`config.mk`:
```
export PLATFORM = sky130hd
export DESIGN_NAME = a2d_intf
export DESIGN_NICKNAME = d
export VERILOG_FILES = /design/src/rtl/a2d_pkg.sv /design/src/rtl/a2d_intf_spi.sv /design/src/rtl/a2d_intf.sv
export SDC_FILE = /design/constraint.sdc
export NUM_CORES = 1
export LEC_CHECK = 0
export ABC_AREA = 1
export CAP_MARGIN = 0
export CORE_MARGIN = 4
export CORE_UTILIZATION = 60
export DETAILED_ROUTE_END_ITERATION = 12
export PLACE_DENSITY = 0.81
export SYNTH_ARGS = -nofsm -noshare
export SYNTH_HDL_FRONTEND = slang
export SYNTH_SLANG_ARGS = --single-unit
export TNS_END_PERCENT = 1
```
`constraint.sdc`:
```
create_clock -name clk -period 5.4 [get_ports clk]
set_input_delay 0.54 -clock clk [delete_from_list [all_inputs] [get_ports clk]]
set_output_delay 0.54 -clock clk [all_outputs]
set_load 0.01 [all_outputs]
```
`src/rtl/a2d_pkg.sv`:
```
// Shared types and constants for the A2D conversion responder and its SPI master.
package a2d_pkg;

  typedef enum logic [1:0] {IDLE, XFER1, GAP, XFER2} a2d_state_t;

  localparam logic [4:0] DIV_LOAD  = 5'b10111;
  localparam logic [4:0] DIV_DONE  = 5'b11110;
  localparam int         XFER_BITS = 16;

  // ADC128S command frame: channel address in bits [13:11].
  function automatic logic [15:0] cmd_word(input logic [2:0] ch);
    return {2'b00, ch, 11'h000};
  endfunction

endpackage

```
`src/rtl/a2d_intf_spi.sv`:
```
// 16-bit SPI master, SCLK = clk/32, idle-high clock; shifts MOSI on fall, samples MISO on rise.
module spi_mstr16
  import a2d_pkg::*;
(
  input  logic        clk,
  input  logic        rst_n,
  input  logic        wrt,
  input  logic [15:0] cmd,
  input  logic        MISO,
  output logic        SS_n,
  output logic        SCLK,
  output logic        MOSI,
  output logic        done,
  output logic [15:0] rd_data
);

  logic [4:0]  div;
  logic [4:0]  bit_cnt;
  logic [15:0] tx_sr;
  logic [15:0] rx_sr;
  logic        all_rise;

  assign all_rise = (bit_cnt == 5'(XFER_BITS));
  assign done     = !SS_n && all_rise && (div == DIV_DONE);
  // SCLK parks high between frames and after the last rising edge.
  assign SCLK     = (SS_n || all_rise) ? 1'b1 : div[4];
  assign MOSI     = tx_sr[15];
  assign rd_data  = rx_sr;

  always_ff @(posedge clk or negedge rst_n) begin
    if (!rst_n) begin
      SS_n    <= 1'b1;
      div     <= DIV_LOAD;
      bit_cnt <= '0;
      tx_sr   <= '0;
    end else if (wrt) begin
      SS_n    <= 1'b0;
      div     <= DIV_LOAD;
      bit_cnt <= '0;
      tx_sr   <= cmd;
    end else if (done) begin
      SS_n <= 1'b1;
    end else if (!SS_n) begin
      div <= div + 5'd1;
      if (div == 5'b01111 && !all_rise)
        bit_cnt <= bit_cnt + 5'd1;
      if (div == 5'b11111 && !all_rise)
        tx_sr <= {tx_sr[14:0], 1'b0};
    end
  end

  // Receive shifter holds data only; it is fully overwritten every frame.
  always_ff @(posedge clk) begin
    if (!SS_n && div == 5'b01111 && !all_rise)
      rx_sr <= {rx_sr[14:0], MISO};
  end

endmodule

```
`src/rtl/a2d_intf.sv`:
```
// A2D request responder: two SPI frames per conversion, 12-bit result with level cnv_cmplt.
// Build option A2D_RES_INV_EN: result is the bitwise inverse of the ADC data.
module a2d_intf
  import a2d_pkg::*;
(
  input  logic        clk,
  input  logic        rst_n,
  input  logic        strt_cnv,
  input  logic [2:0]  chnnl,
  output logic        cnv_cmplt,
  output logic [11:0] res,
  output logic        SS_n,
  output logic        SCLK,
  output logic        MOSI,
  input  logic        MISO
);

  a2d_state_t  state;
  logic [2:0]  chnnl_l;
  logic        wrt;
  logic        done;
  logic [15:0] rd_data;
  logic        unused_rd_hi;

  function automatic logic [11:0] res_fmt(input logic [11:0] raw);
`ifdef A2D_RES_INV_EN
    return ~raw;
`else
    return raw;
`endif
  endfunction

  assign unused_rd_hi = ^rd_data[15:12];

  spi_mstr16 u_spi (
    .clk     (clk),
    .rst_n   (rst_n),
    .wrt     (wrt),
    .cmd     (cmd_word(chnnl_l)),
    .MISO    (MISO),
    .SS_n    (SS_n),
    .SCLK    (SCLK),
    .MOSI    (MOSI),
    .done    (done),
    .rd_data (rd_data)
  );

  // wrt is a registered one-cycle strobe, so each frame starts the clk after it is issued.
  always_ff @(posedge clk or negedge rst_n) begin
    if (!rst_n) begin
      state     <= IDLE;
      wrt       <= 1'b0;
      chnnl_l   <= '0;
      cnv_cmplt <= 1'b0;
      res       <= '0;
    end else begin
      wrt <= 1'b0;
      case (state)
        IDLE: if (strt_cnv) begin
          chnnl_l   <= chnnl;
          cnv_cmplt <= 1'b0;
          wrt       <= 1'b1;
          state     <= XFER1;
        end
        XFER1: if (done) begin
          wrt   <= 1'b1;
          state <= GAP;
        end
        GAP: state <= XFER2;
        XFER2: if (done) begin
          res       <= res_fmt(rd_data[11:0]);
          cnv_cmplt <= 1'b1;
          state     <= IDLE;
        end
        default: state <= IDLE;
      endcase
    end
  end

endmodule

```
== After elaboration in Yosys (flattened, before gate mapping) ==
Index checks and enable logic that the tools add are counted.

* Register bits after elaboration: 58
* Input port bits: 7

* Multiplexer cells: 23
* Reduce and logical (&&, ||, !) cells: 21
* $add $sub $neg: 2
* Eq/ne operators: 12

{| class="wikitable"
|+ Operator list
! kind !! count
|-
| $mux W16 || 4
|-
| $mux W5 || 7
|-
| $eq A5 B5 Y1 const B || 3
|-
| $reduce_and A3 Y1 || 4
|-
| $add A5 B1 Y5 const B || 2
|-
| $ne A2 B2 Y1 const B || 5
|-
| $pmux W2 S4 || 1
|-
| $reduce_bool A2 Y1 || 4
|-
| $logic_and A1 B1 Y1 || 6
|-
| $mux W1 || 6
|-
| $mux W2 || 3
|-
| $reduce_and A2 Y1 || 3
|-
| $eq A5 B4 Y1 const B || 1
|-
| $eq A2 B2 Y1 const B || 2
|-
| $pmux W1 S2 || 2
|-
| $eq A2 B1 Y1 const B || 1
|-
| $logic_not A1 Y1 || 2
|-
| $logic_not A2 Y1 || 1
|-
| $logic_or A1 B1 Y1 || 1
|}

== Longest topological paths before layout ==
* Word-level depth: 7
* Gate-level depth with buffers: 9
* Depth with buffers taken out: 9

== Modules after synthesis ==
Synthesis repeated with hierarchy kept, for this count alone.

* Cells, all modules: 331
* Area total of the unflattened synthesis: 2927.8 µm²

{| class="wikitable"
|+ By module, submodules not included
! module !! cells an instance !! instances !! area each (µm²) !! sequential area each (µm²)
|-
| spi_mstr16 || 234 || 1 || 2055.7 || 1162.4
|-
| a2d_intf || 97 || 1 || 872.1 || 475.5
|}

== Worst setup path before layout ==
Ideal clock, no wire load.

* Path kind: register to register
* From: register u_spi.div[0]
* To: register u_spi.bit_cnt[1]
* Library setup time: 120 ps
* Slack: 3600 ps
* Cell stages (with the launch flop): 10
* Arrival: 1680 ps
* Cells stage by stage: dfstp_2 -> ha_1 -> inv_1 -> nor2_1 -> ha_1 -> nand2_1 -> nor2_4 -> inv_1 -> nor2_1 -> nor2_1

* Longest elaborated chain between the ends: 4

{| class="wikitable"
|+ RTL lines
! element !! line !! text
|-
| from (decl) || a2d_intf_spi.sv:17 || <nowiki>logic [4:0] div;</nowiki>
|-
| from (signal assigned) || a2d_intf_spi.sv:44 || <nowiki>div <= div + 5'd1;</nowiki>
|-
| $eq A5 B5 Y1 / $eq A5 B4 Y1 (equally long branches) || a2d_intf_spi.sv:24, a2d_intf_spi.sv:45 ||
|-
| $logic_and A1 B1 Y1, on equally long branches || a2d_intf_spi.sv:24, a2d_intf_spi.sv:45 ||
|-
| $ne A2 B2 Y1 (no line) / $reduce_bool A2 Y1 (equally long branches) || - ||
|-
| $reduce_and A3 Y1 (no line) (*) || - ||
|-
| to (signal assigned) || a2d_intf_spi.sv:46 || <nowiki>bit_cnt <= bit_cnt + 5'd1;</nowiki>
|-
| to (decl) || a2d_intf_spi.sv:18 || <nowiki>logic [4:0] bit_cnt;</nowiki>
|}

Mark *: on every way between the ends. The rest lies on a longest branch, timed or not.
A chain may end at the register's enable or synchronous reset.

== Worst setup path after layout ==
* From: register u_spi.bit_cnt[0]
* To: output SCLK

* Longest elaborated chain between the ends: 3

{| class="wikitable"
|+ RTL lines
! element !! line !! text
|-
| $eq A5 B5 Y1 || a2d_intf_spi.sv:23 || <nowiki>assign all_rise = (bit_cnt == 5'(XFER_BITS));</nowiki>
|-
| $logic_or A1 B1 Y1 || a2d_intf_spi.sv:26 || <nowiki>assign SCLK = (SS_n || all_rise) ? 1'b1 : div[4];</nowiki>
|-
| $mux W1 || a2d_intf_spi.sv:26 ||
|-
| to (decl) || a2d_intf.sv:13 || <nowiki>output logic SCLK,</nowiki>
|}

Every way passes these cells.

==> reports/summary.txt <==
outcome -> completed
largest area contributor in the netlist -> dfrtp_1
total number of placement rows -> 21
FFs w/ async S/R, synth -> 0.745
clock buffer depth -> 2
DRC violation count after routing -> 0
Initial Utilization -> 0.636
net count of the finished layout -> 267
average detailed-routed wire length per instance -> 12.8 um
crit path DAT -> 1.96 ns
instance area after placement -> 2410 um^2
I/O Pins -> 23
via count of the first global-routing pass -> 1,447
type of the most critical hold path -> reg2reg
Worst-path clk slew -> 0.14 ns
number of warning messages in the yosys log -> 0
post-synthesis area per instance -> 9.62 um^2
Mapped Cells -> 224
overall fraction of global-route tracks in use -> 0.195
Period minus WS final -> 2.50 ns
top area cells in the synthesized netlist -> dfrtp_1 (35%), edfxtp_1 (17%), nand2_1 (14%), ha_1 (6.4%), dfstp_2 (6.1%)
Max Cap Violations -> 0
final wirelength -> 3780 um
CTS tree -> done
routed via count -> 1,518
# setup viols final -> 0
top-area cell type share of the netlist area -> 0.348
power per standard cell area -> 400 nW/um^2
summed area of non-filler cells in the final layout -> 2500 um^2
sequential area share after synthesis -> 0.577
startpoint of the worst register-to-register path -> u_spi.div[0]
library cell used as clock root buffer -> clkbuf_4
power after layout -> 0.998 mW
post-cts sizing count -> 0
area enclosed by the die boundary -> 4610 um^2
post-synthesis net count -> 242
flip-flop and latch count after synthesis -> 47
total standard cell area after synthesis -> 2150 um^2
number of search-and-repair iterations in the first detailed-routing pass -> 5
highest ir drop seen on vdd -> 0.175 mV
CTS Hold Bufs -> 0
synth unique cells -> 22
vertical die dimension -> 67.9 um
setup repair after global routing missed its margin -> no
worst clock skew on the final layout -> 0.0117 ns
final number of hold-violating endpoints -> 0
share of the clock period used by the worst path -> 0.463
depth of the worst register-to-register path -> 9
antenna diode count -> 0
maximum number of pins on one net before global-route repair -> 36
Crit Reg-Reg Endpoint -> u_spi.bit_cnt[3]
proportion of layout cells with a drive suffix above 1 -> 0.116
via density per instance -> 5.13
setup tns final -> 0 ns
number of nets with antenna violations after detailed routing -> 0
Hold WS -> 0.451 ns
max-slew headroom at the worst pin -> 0.536
maximum clock rate -> 400 MHz
Static Leak -> 1.25 nW
residual overflow from global routing -> 0
hold-critical path endpoint -> u_spi.rd_data[6]
port buffer count -> 22
number of sinks driven by the clock tree -> 47
slack of the worst reg-to-reg path -> 3.32 ns
P&R area growth vs syn -> 15.9%
global placer's final weighted congestion -> 0.818
final-report max-slew violation count -> 0
CP max stage delay -> 0.52 ns
biggest fanout along the worst timing path -> 5
DRC marker count from the first detailed-route iteration -> 93
type of destination of the critical path -> primary output
Worst Hold Launch -> u_spi.rd_data[5]
count of H-tree levels built during CTS -> 2
Worst Path Class, Setup -> reg2out
Min-Delay Path Depth -> 0
Max stage delay cell, worst path -> clkdlybuf4s50_1
primary flip-flop cell chosen by synthesis mapping -> dfrtp_1
cells along the critical path -> inv_1 -> ha_1 -> nand2_2 -> nor2_4 -> nor2_1 -> nand2_1 -> clkdlybuf4s50_1
endpoint required time on the critical path -> 4.86 ns
Placeable Area -> 3390 um^2
pin slew with the least headroom to its limit -> 0.696 ns
final HPWL from detailed placement -> 2640 um
number of synthesized flops with an enable pin -> 12
wire length of the first global-routing pass -> 6580 um
clock latency on the worst-skew pair -> 0.37 ns
number of post-CTS setup repair buffers -> 0
antenna violations before repair -> 0
die extent in x -> 67.9 um
Setup crit start kind -> flip-flop
number of buffers added by the clock tree synthesis step -> 5
## where the power goes
part | internal, mW | switching (mW)
Clock | 0.112 | 0.113
Combinational | 0.111 | 0.172
Sequential | 0.440 | 0.0501
Total | 0.663 | 0.335
## cells in the mapped netlist (2+ instances only)
cell	number
inv_2	2
o21ai_1	2
edfxtp_1	12
dfstp_2	5
nand2_1	78
nand3_1	20
nor2_1	7
nand2_2	4
o21ai_0	16
mux2_2	2
xor2_1	3
clkbuf_1	2
or2_2	2
dfrtp_1	30
nand4_1	2
nor2_4	4
ha_1	11
inv_1	17
buf_6	2
## area by class of cell
type / instances / area [um^2]
inverter: 19 / 71.3
clock buffer: 6 / 51.3
sequential: 47 / 1240
fill: 241 / 893
clock inverter: 2 / 38.8
multi-input combinational: 153 / 807
timing repair buffer: 23 / 228
tap: 46 / 57.6
## kinds of logic (layout without fill, tap and decap cells)
group | after synthesis | in the layout | share of synthesized area
AND/OR/NAND/NOR | 118 | 118 | 0.244
flip-flops | 47 | 47 | 0.577
buffers and inverters | 24 | 50 | 0.0488
AO/OA/AOI/OAI | 19 | 19 | 0.0441
adder cells (fa/ha/maj) | 11 | 11 | 0.0639
XOR/XNOR | 3 | 3 | 0.0122
multiplexers | 2 | 2 | 0.0105
## registers in the layout, summed over array words and instances, names as in the netlist
register       cells
u_spi.bit_cnt      5
res               12
u_spi.tx_sr        5
u_spi.rd_data     12
u_spi.div          5
state              2
wrt                1
cnv_cmplt          1
u_spi.SS_n         1
chnnl_l            3
## per-stage QoR
step / setup WS (ns) / instances / utilization
floorplan: 3.60 / 224 / -
global placement: 3.34 / 288 / 0.710
global route: 2.75 / 296 / 0.736
CTS: 2.88 / 296 / 0.736
detailed placement: 3.30 / 288 / 0.710
finish: 2.90 / 296 / 0.736
## worst max path at each step
stage | end | slack, ns | startpoint
3_3_place_gp | SCLK | 3.34 | u_spi.bit_cnt[0]
5_1_grt | SCLK | 2.75 | u_spi.bit_cnt[0]
3_5_place_dp | SCLK | 3.30 | u_spi.bit_cnt[0]
6_report | SCLK | 2.90 | u_spi.bit_cnt[0]
2_1_floorplan | u_spi.bit_cnt[1] | 3.60 | u_spi.div[0]
4_1_cts | SCLK | 2.88 | u_spi.bit_cnt[0]
## routing by layer
| layer | track usage | wire, um |
|---|---|---|
| met3 | 0.0509 | 169 |
| met1 | 0.260 | 1770 |
| met2 | 0.301 | 1840 |
| met4 | 0.0844 | 0 |
| met5 | 0 | 0 |
## worst max-delay path: cells and delay by family, from the launching register on
kind,cells,cell delay [ns]
buffers and inverters,2,0.61
flip-flops,1,0.45
adder cells (fa/ha/maj),1,0.16
AND/OR/NAND/NOR,4,0.39
## cells in the final DEF, fill, tap and decap left out, types with 5 or more instances in the layout
| cell | n |
|---|---|
| clkdlybuf4s50_1 | 22 |
| ha_1 | 11 |
| nand3_1 | 20 |
| dfstp_2 | 5 |
| nor2_1 | 7 |
| edfxtp_1 | 12 |
| inv_1 | 17 |
| o21ai_0 | 16 |
| dfrtp_1 | 30 |
| nand2_1 | 78 |
| clkbuf_4 | 5 |
Power figures use the tool's default switching activity.
